===== src/rtl/difftest_commit_tracker_pkg.sv =====
// Shared widths, FSM encoding, trap codes and commit payload for the
// difftest commit tracker.
package difftest_commit_tracker_pkg;

    localparam int unsigned XLEN        = 32;  // register / pc width
    localparam int unsigned ILEN        = 32;  // instruction word width
    localparam int unsigned RADDR_W     = 5;   // GPR address width
    localparam int unsigned CNT_W       = 64;  // cycle / instruction counters
    localparam int unsigned WDOG_W      = 32;  // watchdog counter
    localparam int unsigned DRAIN_W     = 32;  // drain counter
    localparam int unsigned TRAP_CODE_W = 3;

    // LoongArch "b 0" self-loop marks program end.
    localparam logic [ILEN-1:0] HALT_INSTR_DEF = 32'h5000_0000;

    typedef enum logic [1:0] {
        ST_RUN   = 2'd0,
        ST_DRAIN = 2'd1,
        ST_TRAP  = 2'd2
    } state_e;

    typedef enum logic [TRAP_CODE_W-1:0] {
        TRAP_GOOD = 3'd0,
        TRAP_BAD  = 3'd1,
        TRAP_HANG = 3'd2
    } trap_code_e;

    // One retiring instruction as seen by DifftestInstrCommit.
    typedef struct packed {
        logic               valid;
        logic [XLEN-1:0]    pc;
        logic [ILEN-1:0]    instr;
        logic               wen;
        logic [RADDR_W-1:0] wdest;
        logic [XLEN-1:0]    wdata;
    } commit_t;

endpackage


===== src/rtl/difftest_commit_tracker.sv =====
// Difftest commit tracker: registers the core's commit stream one stage for
// the difftest DPI modules, keeps 64-bit cycle / instruction counters and
// raises a sticky trap (GOOD / BAD / HANG) with its pc so simulation ends.
//
// Ports:
//   clock, reset             clock, asynchronous active-high reset
//   commit_*                 retiring instruction from the core
//   gpr_a0                   architectural r4, sampled on the halt commit
//   dt_*                     commit stream delayed one cycle
//   cycle_cnt, instr_cnt     cycles since reset / committed instructions
//   trap_valid/code/pc       sticky trap indication and its payload
module difftest_commit_tracker
    import difftest_commit_tracker_pkg::*;
#(
    parameter logic [ILEN-1:0] HALT_INSTR      = HALT_INSTR_DEF,
    parameter int unsigned     WATCHDOG_CYCLES = 10000,
    parameter int unsigned     DRAIN_CYCLES    = 2
) (
    input  logic                   clock,
    input  logic                   reset,
    input  logic                   commit_valid,
    input  logic [XLEN-1:0]        commit_pc,
    input  logic [ILEN-1:0]        commit_instr,
    input  logic                   commit_wreg,
    input  logic [RADDR_W-1:0]     commit_waddr,
    input  logic [XLEN-1:0]        commit_wdata,
    input  logic [XLEN-1:0]        gpr_a0,
    output logic                   dt_valid,
    output logic [XLEN-1:0]        dt_pc,
    output logic [ILEN-1:0]        dt_instr,
    output logic                   dt_wen,
    output logic [RADDR_W-1:0]     dt_wdest,
    output logic [XLEN-1:0]        dt_wdata,
    output logic [CNT_W-1:0]       cycle_cnt,
    output logic [CNT_W-1:0]       instr_cnt,
    output logic                   trap_valid,
    output logic [TRAP_CODE_W-1:0] trap_code,
    output logic [XLEN-1:0]        trap_pc
);

    // Terminal counts; guarded so a zero parameter cannot underflow.
    localparam logic [WDOG_W-1:0] WDOG_LAST =
        WDOG_W'((WATCHDOG_CYCLES == 32'd0) ? 32'd0 : WATCHDOG_CYCLES - 32'd1);
    localparam logic [DRAIN_W-1:0] DRAIN_LAST =
        DRAIN_W'((DRAIN_CYCLES == 32'd0) ? 32'd0 : DRAIN_CYCLES - 32'd1);

    state_e              state_q, state_d;
    commit_t             commit_c;
    commit_t             dt_q, dt_d;
    logic [CNT_W-1:0]    cycle_q, cycle_d;
    logic [CNT_W-1:0]    instr_q, instr_d;
    logic [WDOG_W-1:0]   wdog_q, wdog_d;
    logic [DRAIN_W-1:0]  drain_q, drain_d;
    logic [XLEN-1:0]     last_pc_q, last_pc_d;
    logic [XLEN-1:0]     trap_pc_q, trap_pc_d;
    trap_code_e          trap_code_q, trap_code_d;
    logic                trap_valid_q, trap_valid_d;

    logic                halt_hit_c;
    logic                wdog_hit_c;

    // Pack the incoming commit into the bus payload.
    always_comb begin
        commit_c       = '0;
        commit_c.valid = commit_valid;
        commit_c.pc    = commit_pc;
        commit_c.instr = commit_instr;
        commit_c.wen   = commit_wreg;
        commit_c.wdest = commit_waddr;
        commit_c.wdata = commit_wdata;
    end

    assign halt_hit_c = commit_valid && (commit_instr == HALT_INSTR);
    // A commit in the expiry cycle always rescues it, so halt beats hang.
    assign wdog_hit_c = !commit_valid && (wdog_q == WDOG_LAST);

    // State register.
    always_ff @(posedge clock or posedge reset) begin
        if (reset) begin
            state_q <= ST_RUN;
        end else begin
            state_q <= state_d;
        end
    end

    // Next-state logic.
    always_comb begin
        state_d = state_q;
        case (state_q)
            ST_RUN: begin
                if (halt_hit_c) begin
                    state_d = (DRAIN_CYCLES == 32'd0) ? ST_TRAP : ST_DRAIN;
                end else if (wdog_hit_c) begin
                    state_d = ST_TRAP;
                end
            end
            ST_DRAIN: begin
                if (drain_q == DRAIN_LAST) begin
                    state_d = ST_TRAP;
                end
            end
            ST_TRAP:  state_d = ST_TRAP;
            default:  state_d = ST_RUN;
        endcase
    end

    // Output / datapath next values.
    always_comb begin
        dt_d         = dt_q;
        cycle_d      = cycle_q;
        instr_d      = instr_q;
        wdog_d       = wdog_q;
        drain_d      = drain_q;
        last_pc_d    = last_pc_q;
        trap_pc_d    = trap_pc_q;
        trap_code_d  = trap_code_q;
        trap_valid_d = (state_q == ST_TRAP);

        if (commit_valid) begin
            wdog_d = '0;
        end

        case (state_q)
            ST_RUN: begin
                dt_d    = commit_c;
                cycle_d = cycle_q + CNT_W'(1);
                if (commit_valid) begin
                    instr_d   = instr_q + CNT_W'(1);
                    last_pc_d = commit_pc;
                end else begin
                    wdog_d = wdog_q + WDOG_W'(1);
                end
                // a0 is captured here only; later changes do not matter.
                if (halt_hit_c) begin
                    trap_pc_d   = commit_pc;
                    trap_code_d = (gpr_a0 == '0) ? TRAP_GOOD : TRAP_BAD;
                    drain_d     = '0;
                end else if (wdog_hit_c) begin
                    trap_pc_d   = last_pc_q;
                    trap_code_d = TRAP_HANG;
                end
            end
            ST_DRAIN: begin
                // Commits still flow to difftest; second halts are ignored.
                dt_d    = commit_c;
                cycle_d = cycle_q + CNT_W'(1);
                drain_d = drain_q + DRAIN_W'(1);
            end
            ST_TRAP: begin
                dt_d.valid = 1'b0;
            end
            default: ;
        endcase
    end

    // Datapath and output registers.
    always_ff @(posedge clock or posedge reset) begin
        if (reset) begin
            dt_q         <= '0;
            cycle_q      <= '0;
            instr_q      <= '0;
            wdog_q       <= '0;
            drain_q      <= '0;
            last_pc_q    <= '0;
            trap_pc_q    <= '0;
            trap_code_q  <= TRAP_GOOD;
            trap_valid_q <= 1'b0;
        end else begin
            dt_q         <= dt_d;
            cycle_q      <= cycle_d;
            instr_q      <= instr_d;
            wdog_q       <= wdog_d;
            drain_q      <= drain_d;
            last_pc_q    <= last_pc_d;
            trap_pc_q    <= trap_pc_d;
            trap_code_q  <= trap_code_d;
            trap_valid_q <= trap_valid_d;
        end
    end

    assign dt_valid   = dt_q.valid;
    assign dt_pc      = dt_q.pc;
    assign dt_instr   = dt_q.instr;
    assign dt_wen     = dt_q.wen;
    assign dt_wdest   = dt_q.wdest;
    assign dt_wdata   = dt_q.wdata;
    assign cycle_cnt  = cycle_q;
    assign instr_cnt  = instr_q;
    assign trap_valid = trap_valid_q;
    assign trap_code  = trap_code_q;
    assign trap_pc    = trap_pc_q;

endmodule


===== config.mk =====
export PLATFORM = sky130hd
export DESIGN_NAME = difftest_commit_tracker
export DESIGN_NICKNAME = d
export VERILOG_FILES = /design/src/rtl/difftest_commit_tracker_pkg.sv /design/src/rtl/difftest_commit_tracker.sv
export SDC_FILE = /design/constraint.sdc
export NUM_CORES = 1
export LEC_CHECK = 0
export CAP_MARGIN = 5
export CORE_MARGIN = 2
export CORE_UTILIZATION = 40
export DETAILED_ROUTE_END_ITERATION = 10
export PLACE_DENSITY = 0.76
export SYNTH_ARGS = -nofsm -noshare
export SYNTH_HDL_FRONTEND = slang
export SYNTH_SLANG_ARGS = --single-unit

===== constraint.sdc =====
create_clock -name clock -period 16.41 [get_ports clock]
set_clock_uncertainty 0.05 [all_clocks]
set_input_delay 4.1025 -clock clock [delete_from_list [all_inputs] [get_ports clock]]
set_output_delay 4.1025 -clock clock [all_outputs]
set_load 0.005 [all_outputs]

==> results of run 1 <==
-- worst max-delay path: stages --
cell	delay, ns
clkdlybuf4s50_1	0.48
buf_4	0.38
and4b_1	0.29
nand4_1	0.17
or4_4	0.75
a21oi_4	0.94
mux2_2	0.43
-- Yosys cell counts (3+ instances only) --
master	n	share of area
and3_1	29	0.011
xor2_1	84	0.043
inv_1	30	0.0066
mux2_2	196	0.13
a221o_1	7	0.0041
a21oi_1	15	0.0044
o211ai_1	3	0.0013
and2_1	13	0.0048
buf_1	8	0.0018
or4_1	6	0.0026
mux2i_1	6	0.0035
o21ai_0	32	0.0094
o311ai_0	15	0.0077
nor3_1	48	0.014
buf_6	5	0.0033
nor3b_1	4	0.0018
nor4b_1	4	0.0021
nor2_1	89	0.020
clkbuf_1	60	0.013
nand2_1	83	0.018
dfrtp_1	364	0.54
nor2b_1	11	0.0040
nand3_1	73	0.021
nor4_1	54	0.020
nand4_1	71	0.026
buf_2	5	0.0015
mux2_4	4	0.0035
and4_1	17	0.0088
or3_1	11	0.0040
ha_1	10	0.0074
nand4b_1	3	0.0015
a31oi_1	10	0.0037
xnor2_1	72	0.037
a21o_1	6	0.0026
-- state kept, by name, summed over array words and instances (netlist names) --
register / flops
state_q: 2
trap_code: 2
instr_cnt: 64
dt_wen: 1
last_pc_q: 32
dt_wdest: 5
cycle_cnt: 64
trap_valid: 1
dt_valid: 1
dt_wdata: 32
dt_instr: 32
trap_pc: 32
drain_q: 32
dt_pc: 32
wdog_q: 32
-- power by group --
group	switching, mW	internal (mW)	total (mW)
registers	0.00747	0.911	0.918
clock network	0.384	0.568	0.952
logic	0.0423	0.0608	0.103
-- metal layers --
metal	GRT usage	vias to the layer above
met5	0	-
met4	0.07141	0
met3	0.06287	80
met2	0.3516	429
met1	0.2474	6740
li1	-	6125
-- final timing paths --
kind | from | cells past startpoint | to
worst min-delay path | cycle_cnt[63]$_DFFE_PP0P_ | 1 | cycle_cnt[63]$_DFFE_PP0P_
worst max register to register | state_q[0]$_DFFE_PP0P_ | 8 | cycle_cnt[63]$_DFFE_PP0P_
worst max-delay path | commit_valid | 7 | trap_pc[11]$_DFFE_PP0P_
worst min register to register | cycle_cnt[63]$_DFFE_PP0P_ | 1 | cycle_cnt[63]$_DFFE_PP0P_
max in group asynchronous | reset | 4 | dt_wdata[13]$_DFFE_PP0P_
min in group asynchronous | reset | 2 | cycle_cnt[60]$_DFFE_PP0P_
-- cell type report --
class	count	area [sq um]	share of cell area
Sequential cell	364	9109	0.3975
Multi-Input combinational cell	1013	7466	0.3258
Timing Repair Buffer	415	4134	0.1804
Clock buffer	56	1214	0.05296
Tap cell	539	674.4	0.02943
Clock inverter	16	197.7	0.008627
Inverter	30	120.1	0.005242
-- cells by family (layout without fill, tap and decap cells) --
family / count (synthesis) / in the layout / synth area share
AOI/OAI and AO/OA: 112 / 112 / 0.04577
xor gates and xnor gates: 156 / 156 / 0.08035
adders and majority gates: 10 / 10 / 0.007358
buffers and inverters: 109 / 517 / 0.02686
DFF: 364 / 364 / 0.5356
muxes: 206 / 206 / 0.1369
other: 1 / 1 / 0.0002205
and+or+nand+nor: 528 / 528 / 0.1669
-- through the flow --
| step | hold slack (ns) | util | area [sq um] | worst slack [ns] | std cells |
|---|---|---|---|---|---|
| finish | 0.4134 | 0.5463 | 22910 | 9.204 | 2433 |
| global route | 0.4444 | 0.5463 | 22910 | 9.044 | 2433 |
| CTS | 0.4171 | 0.5463 | 22910 | 9.210 | 2433 |
| detailed placement | 0.4078 | 0.5126 | 21500 | 8.647 | 2361 |
| global placement | 0.4079 | 0.5126 | 21500 | 8.648 | 2361 |
| floorplan | 0.4147 | - | 17010 | 2.154 | 1486 |
==> qor.yml, run 1 <==
clock_latency_ns: 0.58
met2_wirelength_microns: 22800
yosys_warnings: 0
synthesis.area_sq_um: 17010
worstSetupPathType: "primary input to flip-flop"
drt-total-wl_microns: 45810
finalSetupTns_ns: 0
overflow: 0
synth_cell_types: 64
ctsHoldBuffers: 0
drv_cap: 0
most-common-layout-cells: "clkdlybuf4s50_1 (402), dfrtp_1 (364), mux2_2 (196)"
worstSetupEndpointType: "flip-flop"
clk_pin_slew_ns: 0.06
dieArea_sq_um: 44180
dp.final_hpwl_microns: 31820
h-tree-depth: 2
fill_cells: 3524
syn_nets: 1633
hold_path_class: "flip-flop to flip-flop"
initial_utilization: 0.4054
cts_root_buf: "clkbuf_16"
wire_per_inst_microns: 18.83
fp.dieW_microns: 210.2
power_mw: 1.973
synth_top_flop_cell: "dfrtp_1"
area_growth_pct: 34.75
layout.nets: 2012
vias: 13370
setup_viol: 0
slew_viol_final: 0
synth_edf_count: 0
grt_max_degree: 185
leakage_nw: 9.807
peakVddDrop_uv: 124.9
clkSinkCount: 364
cts_tree: "built"
antenna_cells: 0
final_hold_viol_count: 0
grt_pass1_vias: 13620
async_flop_share: 1.000
max_slew_margin: 0.1967
cts_made_buffers: 41
layout_commonest_cell: "clkdlybuf4s50_1"
cts_setup_buffers: 0
status: "complete, no violations"
finalCritPeriodShare: 0.4391
start_kind: "primary input"
first_pass_iters: 5
top_layer_used: "met4"
drc: 0
seq_area_frac_synth: 0.5356
die_y_microns: 210.2
rrSetupSlack_ns: 12.57
num_io_pins: 404
rsz0062_at_grt: "false"
worst_slew_pin_slew_ns: 1.195
met1_length_microns: 18340
arrival_ns: 7.60
synth-seq-cells: 364
antenna_left: 0
grt_pass1_wl_microns: 73510
grt_util_all_layers: 0.2061
cts_resized: 0
max_freq_mhz: 138.8
power.density_nw_per_um2: 86.11
vias_per_cell: 5.497
required_ns: 16.81
avgSynthCellArea_sq_um: 11.44
synthCells: 1486
cts_max_path_buffers: 3
crit_fanout: 39
core_sq_um: 41950
gp_congestion: 0.8800
layout-drive-gt1-share: 0.1563
antenna_found_initial: 0
io_buffers: 402
num_rows: 75
period_minus_slack_ns: 7.206
drtIter0Drc: 940
wl_met3_microns: 3268
(Power assumes the default switching activity.)
==> inputs of run 2 (changes only) <==
--- a/config.mk
+++ b/config.mk
@@ -9,7 +9,7 @@
 export CORE_MARGIN = 2
 export CORE_UTILIZATION = 40
 export DETAILED_ROUTE_END_ITERATION = 10
-export PLACE_DENSITY = 0.76
+export PLACE_DENSITY = 0.78
 export SYNTH_ARGS = -nofsm -noshare
 export SYNTH_HDL_FRONTEND = slang
 export SYNTH_SLANG_ARGS = --single-unit
==> constraint.sdc (replaced) <==
create_clock -name clock -period 6.5 [get_ports clock]
set_clock_uncertainty 0.05 [all_clocks]
set_input_delay 1.625 -clock clock [delete_from_list [all_inputs] [get_ports clock]]
set_output_delay 1.625 -clock clock [all_outputs]
set_load 0.005 [all_outputs]
==> qor.yml, run 2 (same netlist as run 1, synthesis figures left out) <==
worst_slew_pin_slew_ns: 1.208  # was 1.195 ns
gr-usage-met1: 0.2518  # was 0.2474
cts_root_buf: "clkbuf_16"  # unchanged
grt_pass1_vias: 13640  # was 13620
crit-reg2reg-launch: "state_q[1]$_DFFE_PP0P_"  # was state_q[0]$_DFFE_PP0P_
cts_tree: "built"  # unchanged
finalCritPeriodShare: 0.7727
fill_cells: 3480  # was 3524
max_freq_mhz: 199.1
drc: 0  # unchanged
max_slew_margin: 0.1877  # was 0.1967
cts_setup_buffers: 0  # unchanged
status: "complete, no violations"  # unchanged
dieArea_sq_um: 44180  # unchanged
core_sq_um: 41950  # unchanged
num_io_pins: 404  # unchanged
clock_latency_ns: 0.58  # about the same
leakage_nw: 9.779  # was 9.807 nW
utilization: 0.5459  # was 0.5463
cts_made_buffers: 42  # was 41
io_buffers: 402  # unchanged
num_rows: 75  # unchanged
wire_per_inst_microns: 19.13  # was 18.83 microns
crit_path_start: "commit_instr[16]"  # was commit_valid
power.density_nw_per_um2: 214.3  # was 86.11 nW/um^2
setup_viol: 0  # unchanged
grt-busiest-layer: "met2"  # unchanged
arrival_ns: 5.42  # was 7.60 ns
antenna_found_initial: 0  # unchanged
cts_resized: 0  # unchanged
holdWs_ns: 0.4225  # was 0.4134 ns
drt-total-wl_microns: 46630  # was 45810 microns
required_ns: 6.90  # was 16.81 ns
cpPeakStageDelay_ns: 0.83  # was 0.94 ns
crit_fanout: 39  # unchanged
cts_max_path_buffers: 3  # unchanged
gp_congestion: 0.8892  # was 0.8800
worstSetupEndpointType: "flip-flop"  # unchanged
ctsHoldBuffers: 0  # unchanged
rrSetupSlack_ns: 2.89  # was 12.57 ns
antenna_left: 0  # unchanged
initial_utilization: 0.4054  # unchanged
critical_path.cell_chain: "clkdlybuf4s50_1 > nor4_1 > nand3_1 > or4_4 > a21oi_4 > buf_4 > mux2_2"  # was clkdlybuf4s50_1 > buf_4 > and4b_1 > nand4_1 > or4_4 > a21oi_4 > mux2_2
drv_cap: 0  # unchanged
first_pass_iters: 5  # unchanged
h-tree-depth: 2  # unchanged
cp_slowest_cell: "or4_4"  # was a21oi_4
clk_pin_slew_ns: 0.06  # about the same
rsz0062_at_grt: "false"  # unchanged
peakVddDrop_uv: 227.7  # was 124.9 uV
vias_per_cell: 5.466  # was 5.497
final_hold_viol_count: 0  # unchanged
start_kind: "primary input"  # unchanged
antenna_cells: 0  # unchanged
layout-drive-gt1-share: 0.1548  # was 0.1563
drtIter0Drc: 1130  # was 940
path_delay_family: "simple AND/OR/NAND/NOR gates"  # unchanged
die_y_microns: 210.2  # unchanged
fp.dieW_microns: 210.2  # unchanged
grt_util_all_layers: 0.2094  # was 0.2061
worst-path-buf-inv: 2  # unchanged
layout_commonest_cell: "clkdlybuf4s50_1"  # unchanged
hold_path_class: "flip-flop to flip-flop"  # unchanged
hold_start: "instr_cnt[63]$_DFFE_PP0P_"  # was cycle_cnt[63]$_DFFE_PP0P_
use_met3: 0.06347  # was 0.06287
worstSetupPathType: "primary input to flip-flop"  # unchanged
most-common-layout-cells: "clkdlybuf4s50_1 (402), dfrtp_1 (364), mux2_2 (196)"  # unchanged
period_minus_slack_ns: 5.023
overflow: 0  # unchanged
layout.nets: 2017  # was 2012
dp.final_hpwl_microns: 32760  # was 31820 microns
met2_usage: 0.3548  # was 0.3516
clkSinkCount: 364  # unchanged
slew_viol_final: 0  # unchanged
grt_max_degree: 129  # was 185
grt_pass1_wl_microns: 74200  # was 73510 microns
vias: 13330  # was 13370
area_growth_pct: 34.66  # was 34.75%
-- run 2: cell types whose count changed in the layout (fill, tap and decap cells not counted), sizes merged --
| cell | change |
|---|---|
| inv | -1 |
| clkinv | -3 |
| clkinvlp | +3 |
| buf | +4 |
| bufinv | -1 |
| clkbuf | +3 |
-- run 2: final cells by class --
class | instances | area (sq um) | area share
clock buffers | 59 | 1185 | 0.05174
clock inverters | 14 | 160.2 | 0.006994
inverters | 30 | 116.4 | 0.005081
multi-input cells | 1013 | 7466 | 0.3260
flip-flops and latches | 364 | 9109 | 0.3978
well taps | 539 | 674.4 | 0.02945
repair buffers | 419 | 4189 | 0.1829
-- run 2: worst register-to-register path: stages (launching register included) --
cell	delay, ns
dfrtp_1	0.45
inv_1	0.11
ha_1	0.15
buf_4	0.44
o2111ai_1	0.40
nor4_4	0.60
nand3_1	0.62
nor4_1	0.51
xor2_1	0.20
-- run 2: worst paths after layout --
check | cells after the start | to
worst max-delay path | 7 | trap_pc[15]$_DFFE_PP0P_
worst min-delay path | 1 | instr_cnt[63]$_DFFE_PP0P_
worst max register to register | 8 | cycle_cnt[63]$_DFFE_PP0P_
worst min register to register | 1 | instr_cnt[63]$_DFFE_PP0P_
max in group asynchronous | 3 | drain_q[26]$_DFFE_PP0P_
min in group asynchronous | 2 | cycle_cnt[1]$_DFFE_PP0P_
-- run 2: metrics by stage --
stage | worst slack [ns] | total power [mW] | instance area, sq um | TNS (ns) | cells
finish | 1.477 | 4.908 | 22900 | 0 | 2438
global route | 1.525 | 5.079 | 22900 | 0 | 2438
CTS | 1.575 | 4.975 | 22900 | 0 | 2438
detailed placement | 0.9708 | 2.625 | 21550 | 0 | 2365
global placement | 1.008 | 2.620 | 21550 | 0 | 2365
floorplan | -0.05723 | 2.429 | 17010 | -20.83 | 1486
-- run 2: report_power, final --
group,total [mW],leakage (nW),internal (mW),switching (mW)
combinational,0.264,4.46,0.155,0.109
clock,2.33,0.649,1.36,0.969
sequential,2.32,4.67,2.30,0.0190
-- run 2: metal layers --
metal | up-vias | routed length [microns]
li1 | 6119 | -
met1 | 6657 | 18310
met2 | 468 | 23260
met3 | 82 | 3477
met4 | 0 | 1584
met5 | - | 0
